===== config.mk =====
export PLATFORM = sky130hd
export DESIGN_NAME = ro_freq_meter
export DESIGN_NICKNAME = d
export VERILOG_FILES = /design/src/rtl/ro_meas_pkg.sv /design/src/rtl/ro_edge_sync.sv /design/src/rtl/ro_freq_meter.sv
export SDC_FILE = /design/constraint.sdc
export NUM_CORES = 1
export LEC_CHECK = 0
export CORE_MARGIN = 4
export CORE_UTILIZATION = 60
export CTS_CLUSTER_SIZE = 28
export DETAILED_ROUTE_END_ITERATION = 8
export PLACE_DENSITY_LB_ADDON = 0.12
export RECOVER_POWER = 50
export SYNTH_ARGS = -nofsm -noshare
export SYNTH_HDL_FRONTEND = slang
export SYNTH_HIERARCHICAL = 1
export SYNTH_SLANG_ARGS = --single-unit

===== constraint.sdc =====
create_clock -name wb_clk_i -period 4.4 [get_ports wb_clk_i]
set_input_delay 0.66 -clock wb_clk_i [delete_from_list [all_inputs] [get_ports wb_clk_i]]
set_output_delay 0.66 -clock wb_clk_i [all_outputs]
set_load 0.03 [all_outputs]

===== src/rtl/ro_meas_pkg.sv =====
// Shared types and constants for the ring-oscillator frequency meter.
// The FSM state enum and the mode encodings live here.
package ro_meas_pkg;

    typedef enum logic [1:0] {
        S_IDLE   = 2'd0,
        S_SETTLE = 2'd1,
        S_COUNT  = 2'd2,
        S_DONE   = 2'd3
    } state_e;

    localparam logic [1:0] MODE_SINGLE = 2'b00;
    localparam logic [1:0] MODE_CONT   = 2'b01;
    localparam logic [1:0] MODE_SCAN   = 2'b10;

endpackage


===== src/rtl/ro_edge_sync.sv =====
// Two-flop synchroniser for one asynchronous ring-oscillator line, followed by
// a registered rising-edge detector that emits a one-cycle pulse per edge.
module ro_edge_sync (
    input  logic wb_clk_i,
    input  logic wb_rst_i,
    input  logic d_i,
    output logic rise_o
);

    // [0],[1] form the synchroniser; [2] holds the previous synchronised value
    logic [2:0] sync_q;
    logic [2:0] sync_d;

    always_comb begin
        sync_d = {sync_q[1:0], d_i};
    end

    always_ff @(posedge wb_clk_i or posedge wb_rst_i) begin
        if (wb_rst_i) begin
            sync_q <= '0;
        end else begin
            sync_q <= sync_d;
        end
    end

    assign rise_o = sync_q[1] & ~sync_q[2];

endmodule


===== src/rtl/ro_freq_meter.sv =====
// Ring-oscillator frequency meter: selects one RO channel, discards a few settle
// cycles, then counts its rising edges over a gate window in single/continuous/scan modes.
module ro_freq_meter
    import ro_meas_pkg::*;
#(
    parameter int N_RO   = 16,
    parameter int SEL_W  = 4,
    parameter int GATE_W = 16,
    parameter int CNT_W  = 16,
    parameter int SETTLE = 3
) (
    input  logic              wb_clk_i,
    input  logic              wb_rst_i,
    input  logic [N_RO-1:0]   ro_i,
    input  logic              start_i,
    input  logic              stop_i,
    input  logic [1:0]        mode_i,
    input  logic [SEL_W-1:0]  sel_i,
    input  logic [GATE_W-1:0] gate_i,
    output logic              busy_o,
    output logic              valid_o,
    output logic [CNT_W-1:0]  cnt_o,
    output logic [SEL_W-1:0]  chan_o,
    output logic              ovf_o
);

    localparam int                N_PAD       = 1 << SEL_W;
    localparam logic [GATE_W-1:0] SETTLE_LAST = GATE_W'(SETTLE - 1);
    localparam logic [SEL_W-1:0]  CHAN_LAST   = SEL_W'(N_RO - 1);

    state_e            state_q, state_d;
    logic [1:0]        mode_q, mode_d;
    logic [GATE_W-1:0] gate_q, gate_d;
    logic [SEL_W-1:0]  chan_q, chan_d;
    logic [GATE_W-1:0] tmr_q, tmr_d;
    logic [CNT_W-1:0]  edge_cnt_q, edge_cnt_d;
    logic              edge_ovf_q, edge_ovf_d;
    logic [CNT_W-1:0]  cnt_q, cnt_d;
    logic [SEL_W-1:0]  res_chan_q, res_chan_d;
    logic              res_ovf_q, res_ovf_d;
    logic              valid_q, valid_d;

    logic [N_PAD-1:0]  ro_pad;
    logic              ro_sel;
    logic              rise;
    logic [GATE_W-1:0] gate_last;
    logic [CNT_W-1:0]  cnt_inc;
    logic              ovf_inc;

    // Unpopulated channel codes read as a constant 0, so they measure zero edges
    for (genvar gi = 0; gi < N_PAD; gi++) begin : g_pad
        if (gi < N_RO) begin : g_in
            assign ro_pad[gi] = ro_i[gi];
        end else begin : g_zero
            assign ro_pad[gi] = 1'b0;
        end
    end

    assign ro_sel    = ro_pad[chan_q];
    assign gate_last = (gate_q == '0) ? '0 : gate_q - GATE_W'(1);

    ro_edge_sync u_sync (
        .wb_clk_i (wb_clk_i),
        .wb_rst_i (wb_rst_i),
        .d_i      (ro_sel),
        .rise_o   (rise)
    );

    // An edge arriving while the counter is all-ones is lost and flags overflow
    always_comb begin
        cnt_inc = edge_cnt_q;
        ovf_inc = edge_ovf_q;
        if (rise) begin
            if (&edge_cnt_q) begin
                ovf_inc = 1'b1;
            end else begin
                cnt_inc = edge_cnt_q + CNT_W'(1);
            end
        end
    end

    always_comb begin
        state_d    = state_q;
        mode_d     = mode_q;
        gate_d     = gate_q;
        chan_d     = chan_q;
        tmr_d      = tmr_q;
        edge_cnt_d = edge_cnt_q;
        edge_ovf_d = edge_ovf_q;
        cnt_d      = cnt_q;
        res_chan_d = res_chan_q;
        res_ovf_d  = res_ovf_q;
        valid_d    = 1'b0;

        case (state_q)
            S_IDLE: begin
                if (start_i && !stop_i) begin
                    mode_d  = mode_i;
                    gate_d  = gate_i;
                    chan_d  = (mode_i == MODE_SCAN) ? '0 : sel_i;
                    tmr_d   = SETTLE_LAST;
                    state_d = S_SETTLE;
                end
            end
            S_SETTLE: begin
                edge_cnt_d = '0;
                edge_ovf_d = 1'b0;
                if (stop_i) begin
                    state_d = S_IDLE;
                end else if (tmr_q == '0) begin
                    tmr_d   = gate_last;
                    state_d = S_COUNT;
                end else begin
                    tmr_d = tmr_q - GATE_W'(1);
                end
            end
            S_COUNT: begin
                edge_cnt_d = cnt_inc;
                edge_ovf_d = ovf_inc;
                if (stop_i) begin
                    state_d = S_IDLE;
                end else if (tmr_q == '0) begin
                    // Result registers load with the final edge included, so they line up with valid_o
                    cnt_d      = cnt_inc;
                    res_chan_d = chan_q;
                    res_ovf_d  = ovf_inc;
                    valid_d    = 1'b1;
                    state_d    = S_DONE;
                end else begin
                    tmr_d = tmr_q - GATE_W'(1);
                end
            end
            S_DONE: begin
                tmr_d = SETTLE_LAST;
                if (stop_i) begin
                    state_d = S_IDLE;
                end else if (mode_q == MODE_CONT) begin
                    state_d = S_SETTLE;
                end else if (mode_q == MODE_SCAN && chan_q != CHAN_LAST) begin
                    chan_d  = chan_q + SEL_W'(1);
                    state_d = S_SETTLE;
                end else begin
                    state_d = S_IDLE;
                end
            end
            default: begin
                state_d = S_IDLE;
            end
        endcase
    end

    always_ff @(posedge wb_clk_i or posedge wb_rst_i) begin
        if (wb_rst_i) begin
            state_q    <= S_IDLE;
            mode_q     <= MODE_SINGLE;
            gate_q     <= '0;
            chan_q     <= '0;
            tmr_q      <= '0;
            edge_cnt_q <= '0;
            edge_ovf_q <= 1'b0;
            cnt_q      <= '0;
            res_chan_q <= '0;
            res_ovf_q  <= 1'b0;
            valid_q    <= 1'b0;
        end else begin
            state_q    <= state_d;
            mode_q     <= mode_d;
            gate_q     <= gate_d;
            chan_q     <= chan_d;
            tmr_q      <= tmr_d;
            edge_cnt_q <= edge_cnt_d;
            edge_ovf_q <= edge_ovf_d;
            cnt_q      <= cnt_d;
            res_chan_q <= res_chan_d;
            res_ovf_q  <= res_ovf_d;
            valid_q    <= valid_d;
        end
    end

    assign busy_o  = (state_q != S_IDLE);
    assign valid_o = valid_q;
    assign cnt_o   = cnt_q;
    assign chan_o  = res_chan_q;
    assign ovf_o   = res_ovf_q;

endmodule


Yosys cells after proc, flatten, opt, wreduce, memory -nomap -nowiden
Cells that the tools add are included.

Add/subtract/negate cells: 4. $lt $le $gt $ge: 1. Eq/ne operators: 16. Muxes and demuxes: 33. Bitwise logic cells: 3. Reduce and logical (&&, ||, !) cells: 15.

Operator list (number): $mux 16 (8); $pmux 16 s4 (1); $logic_not 16->1 (2); $pmux 16 s2 (1); $sub 16x1->16 const B (2); $mux 4 (5); $add 16x1->16 const B (1); $reduce_and 16->1 (1); $ne 2x2->1 const B (7); $mux 2 (5); $mux 1 (9); $eq 2x2->1 const B (4); $pmux 2 s4 (1); $pmux 4 s2 (1); $ne 3x3->1 const B (2); $reduce_and 3->1 (2); $reduce_bool 2->1 (3); $lt 4x5->1 const B (1); $reduce_and 5->1 (1); $add 4x1->4 const B (1); $bmux 1 s4 (1); $eq 2x1->1 const B (2); $ne 4x4->1 const B (1); $reduce_and 4->1 (1); other kinds (7) (9).

Flip-flop bits (word level): 82. Word-level logic and storage cells: 84.

Depth between registers and ports, before layout
Depth in word-level cells: 6. Depth in mapped cells: 9. Depth with buffers taken out: 8.

Modules after synthesis
The synthesis kept the hierarchy.

By module, submodules not included: ro_freq_meter (times used 1, cells an instance 487, area each 4595.7 sq um); ro_edge_sync (times used 1, cells an instance 5, area each 92.6 sq um).

Worst setup path before layout
No wires, ideal clock.

Kind: register -> register. From: register state_q[1]. To: register gate_q[0]. Setup time: 0.125 ns. Data arrival time: 2.103 ns. Slack: 2.172 ns. Stages on the path, launching flop included: 8. Buffers on the path: 2. Clock period less this slack: 2.228 ns. Cell sequence: dfrtp_1 inv_1 ha_1 inv_1 or2_2 clkbuf_1 clkbuf_1 mux2_2.

Word-level cells in the longest chain between the ends: 2.

Ends and longest elaborated chain: start: declaration (RTL line ro_freq_meter.sv:31) `state_e state_q, state_d;`; start signal: assignment (RTL line ro_freq_meter.sv:166) `state_q <= state_d;`; $logic_not 2->1 (RTL line ro_freq_meter.sv:95) `case (state_q)`; $reduce_and 2->1 (no source line); end signal: assignment (RTL line ro_freq_meter.sv:168) `gate_q <= gate_d;`; end: declaration (RTL line ro_freq_meter.sv:33) `logic [GATE_W-1:0] gate_q, gate_d;`.

No other way between the ends. A chain may end at the register's enable or synchronous reset.

Final worst setup path
From: register state_q[0]. To: register tmr_q[13].

Word-level cells in the longest chain between the ends: 3. Elaborated cells on any way between the ends: 10. Those cells by class: eq/ne (7); mux (1); reduce/logical (2).

Ends and longest elaborated chain: $eq 2x2->1, or another cell as far along (RTL line ro_freq_meter.sv:95); $ne 2x2->1 (no source line); $reduce_and 4->1 (no source line); end signal: assignment (RTL line ro_freq_meter.sv:170) `tmr_q <= tmr_d;`; end: declaration (RTL line ro_freq_meter.sv:35) `logic [GATE_W-1:0] tmr_q, tmr_d;`.

Several ways; a longest one is shown, not always the timed one.

==> results.ini <==
[status]
status=complete, no violations

[finish]
stdcell_count=651
final_nets=599
final_common_cell=dfrtp_1
drive_gt1_frac=0.0978
area_growth_pct=18.5
final_cell_mix=dfrtp_1, nand2_1, clkdlybuf4s50_1, o21ai_0, nor2_1
antenna_cells=0

[drt]
dr.pass1.iters=5
vias_per_cell=5.95
drc=0
wl_per_cell_um=16.1
postRouteAntennaNets=0
wirelength_mm=10.5
drt-initial-drc-count=227
vias=3873

[grt]
grt_overflow=0
grt_max_degree=51
grt_pass1_vias=3771
grt_antenna_before_repair=0
grt_pass1_wl_mm=17.8
groute.usage.overall=0.245

[pwr]
p_switching_uw=1540
p_clk_frac=0.156
p_leak_uw=0.00230
pwr-share-comb=0.485
switching_share=0.431
power_density_nw_per_um2=642
pwr-share-seq=0.359
ir_drop_mv=0.348
p_int_uw=2030

[sta]
max_freq_ghz=0.341
slew_viol_final=0
finalHoldViolCount=0
fin_hold_ws_ns=0.358
layout_min_cycle_time_ns=2.93
skew_ns=0.00939
relSlewSlack=0.183
setup_violations=0
rsz0062_at_grt=no
tightest_slew_ns=1.23
fin_crit_sh=0.667
setup-tns-final_ns=0

[place]
dp.cells=635
portBuffers=64
gp_congestion=0.935
hpwl_mm=7.73

[cts]
holdBufCountCts=0
cts_tree=yes
clk_pin_slew_ns=0.08
cts-root-buf=clkbuf_8
clock_latency_ns=0.35
cts.htree.levels=3
cts.sinks=82
cts_resized=0
cts_setup_buffers=0
numCtsBuffers=9
clockBufferDepth=2

[job]
cap_violations=0

[logic_synthesis]
ys_types=60
async_reset_ff_frac=1.00
netlist_instances=492
synthFlopType=dfrtp_1
syn_area_per_cell_um2=9.53
syn_area_um2=4690
ys_seq_area_frac=0.438
synth_edf_count=0
yosys_warnings=6
syn_nets=544
yosys_register_bits=82

[critical_path]
end_kind=register
cp-start-kind=register
cp.required_ns=4.62
arrival_ns=3.16
critPathMaxFanout=21
setup.worst_path.class=register to register

[floorplan]
io_pins=65
num_rows=31
die_w_um=96.4
initial_core_util=0.633
dieArea_um2=9290
core-area_um2=7410
die_y_um=96.4

[hold_path]
hp-class=register to register

## critical path, stage by stage (launching register included)
cell and delay (ns):
dfrtp_1 0.42, inv_1 0.11, ha_1 0.68, nand3_1 0.19, o21ai_1 0.88, nor2_1 0.12, nand4_1 0.27, o211ai_1 0.13
## metrics by stage
stage          setup WS [ns]  utilization  area (um^2)  power, uW
5_1_grt                 1.05        0.750         5560       3820
3_5_place_dp            1.44        0.724         5360       3020
2_1_floorplan           1.72            -         4690       2470
4_1_cts                 1.51        0.750         5560       3580
6_report                1.47        0.750         5560       3570
3_3_place_gp            1.61        0.724         5360       2960
## layer usage
metal  GRT usage  vias to the layer above  share of wire
li1            -                     1891              -
met1       0.347                     1843           0.46
met2       0.396                      130           0.47
met3      0.0480                        9          0.056
met4      0.0526                        0         0.0078
met5           0                        -              0
## power groups by stage
stage | registers [uW] | logic (uW) | clock network [uW]
finish | 1280 | 1730 | 555
global route | 1320 | 1900 | 598
CTS | 1280 | 1730 | 563
detailed placement | 1300 | 1720 | 0
global placement | 1280 | 1680 | 0
floorplan | 1420 | 1060 | 0
## synth_stat cells, drive strengths merged, types with 3 or more instances
cell type | number | share of area
o211ai | 6 | 0.0096
o21ai | 46 | 0.049
nor3b | 3 | 0.0048
mux4 | 5 | 0.024
xnor2 | 10 | 0.019
nor3 | 13 | 0.015
o31ai | 3 | 0.0048
mux2 | 22 | 0.056
ha | 10 | 0.027
dfrtp | 82 | 0.44
a21oi | 28 | 0.030
inv | 17 | 0.014
and4 | 4 | 0.0075
clkbuf | 17 | 0.014
nand3 | 25 | 0.027
nand4 | 12 | 0.016
o21a | 3 | 0.0048
buf | 4 | 0.0069
nand2 | 62 | 0.050
a22oi | 10 | 0.016
and2 | 3 | 0.0040
o311ai | 6 | 0.013
or2 | 4 | 0.0053
nand2b | 6 | 0.0080
xor2 | 19 | 0.035
nor2 | 32 | 0.026
nor4 | 7 | 0.015
## registers in the layout (all words and copies together), names as in the netlist
register and cells:
chan_q 4, u_sync/sync_q 3, cnt_o 16, tmr_q 16
ovf_o 1, edge_cnt_q 16, edge_ovf_q 1, chan_o 4
mode_q 2, gate_q 16, state_q 2, valid_o 1
## kinds of logic after synthesis
logic type | count (synthesis) | synth area share
and+or+nand+nor | 184 | 0.204
AOI/OAI and AO/OA | 121 | 0.160
DFF | 82 | 0.438
buffers and inverters | 38 | 0.0344
xor gates and xnor gates | 29 | 0.0542
muxes | 28 | 0.0822
adders and majority gates | 10 | 0.0267
## area by class of cell
cell class	count	area, um^2
tap	99	124
timing repair buffer	65	646
clock buffer	12	145
inverter	17	63.8
clock inverter	4	51.3
multi-input combinational	372	2470
fill	515	1850
sequential	82	2050
## final timing paths
check	from	to	slack (ns)	cells after the start
max in group asynchronous	wb_rst_i	cnt_o[5]$_DFFE_PP0P_	1.57	3
worst min register to register	u_sync/sync_q[0]$_DFF_PP0_	u_sync/sync_q[1]$_DFF_PP0_	0.36	0
worst min-delay path	u_sync/sync_q[0]$_DFF_PP0_	u_sync/sync_q[1]$_DFF_PP0_	0.36	0
worst max-delay path	state_q[0]$_DFFE_PP0P_	tmr_q[13]$_DFFE_PP0P_	1.47	7
min in group asynchronous	wb_rst_i	u_sync/sync_q[0]$_DFF_PP0_	0.63	2
worst max register to register	state_q[0]$_DFFE_PP0P_	tmr_q[13]$_DFFE_PP0P_	1.47	7
No activity file was read; power rests on OpenSTA's default activity.
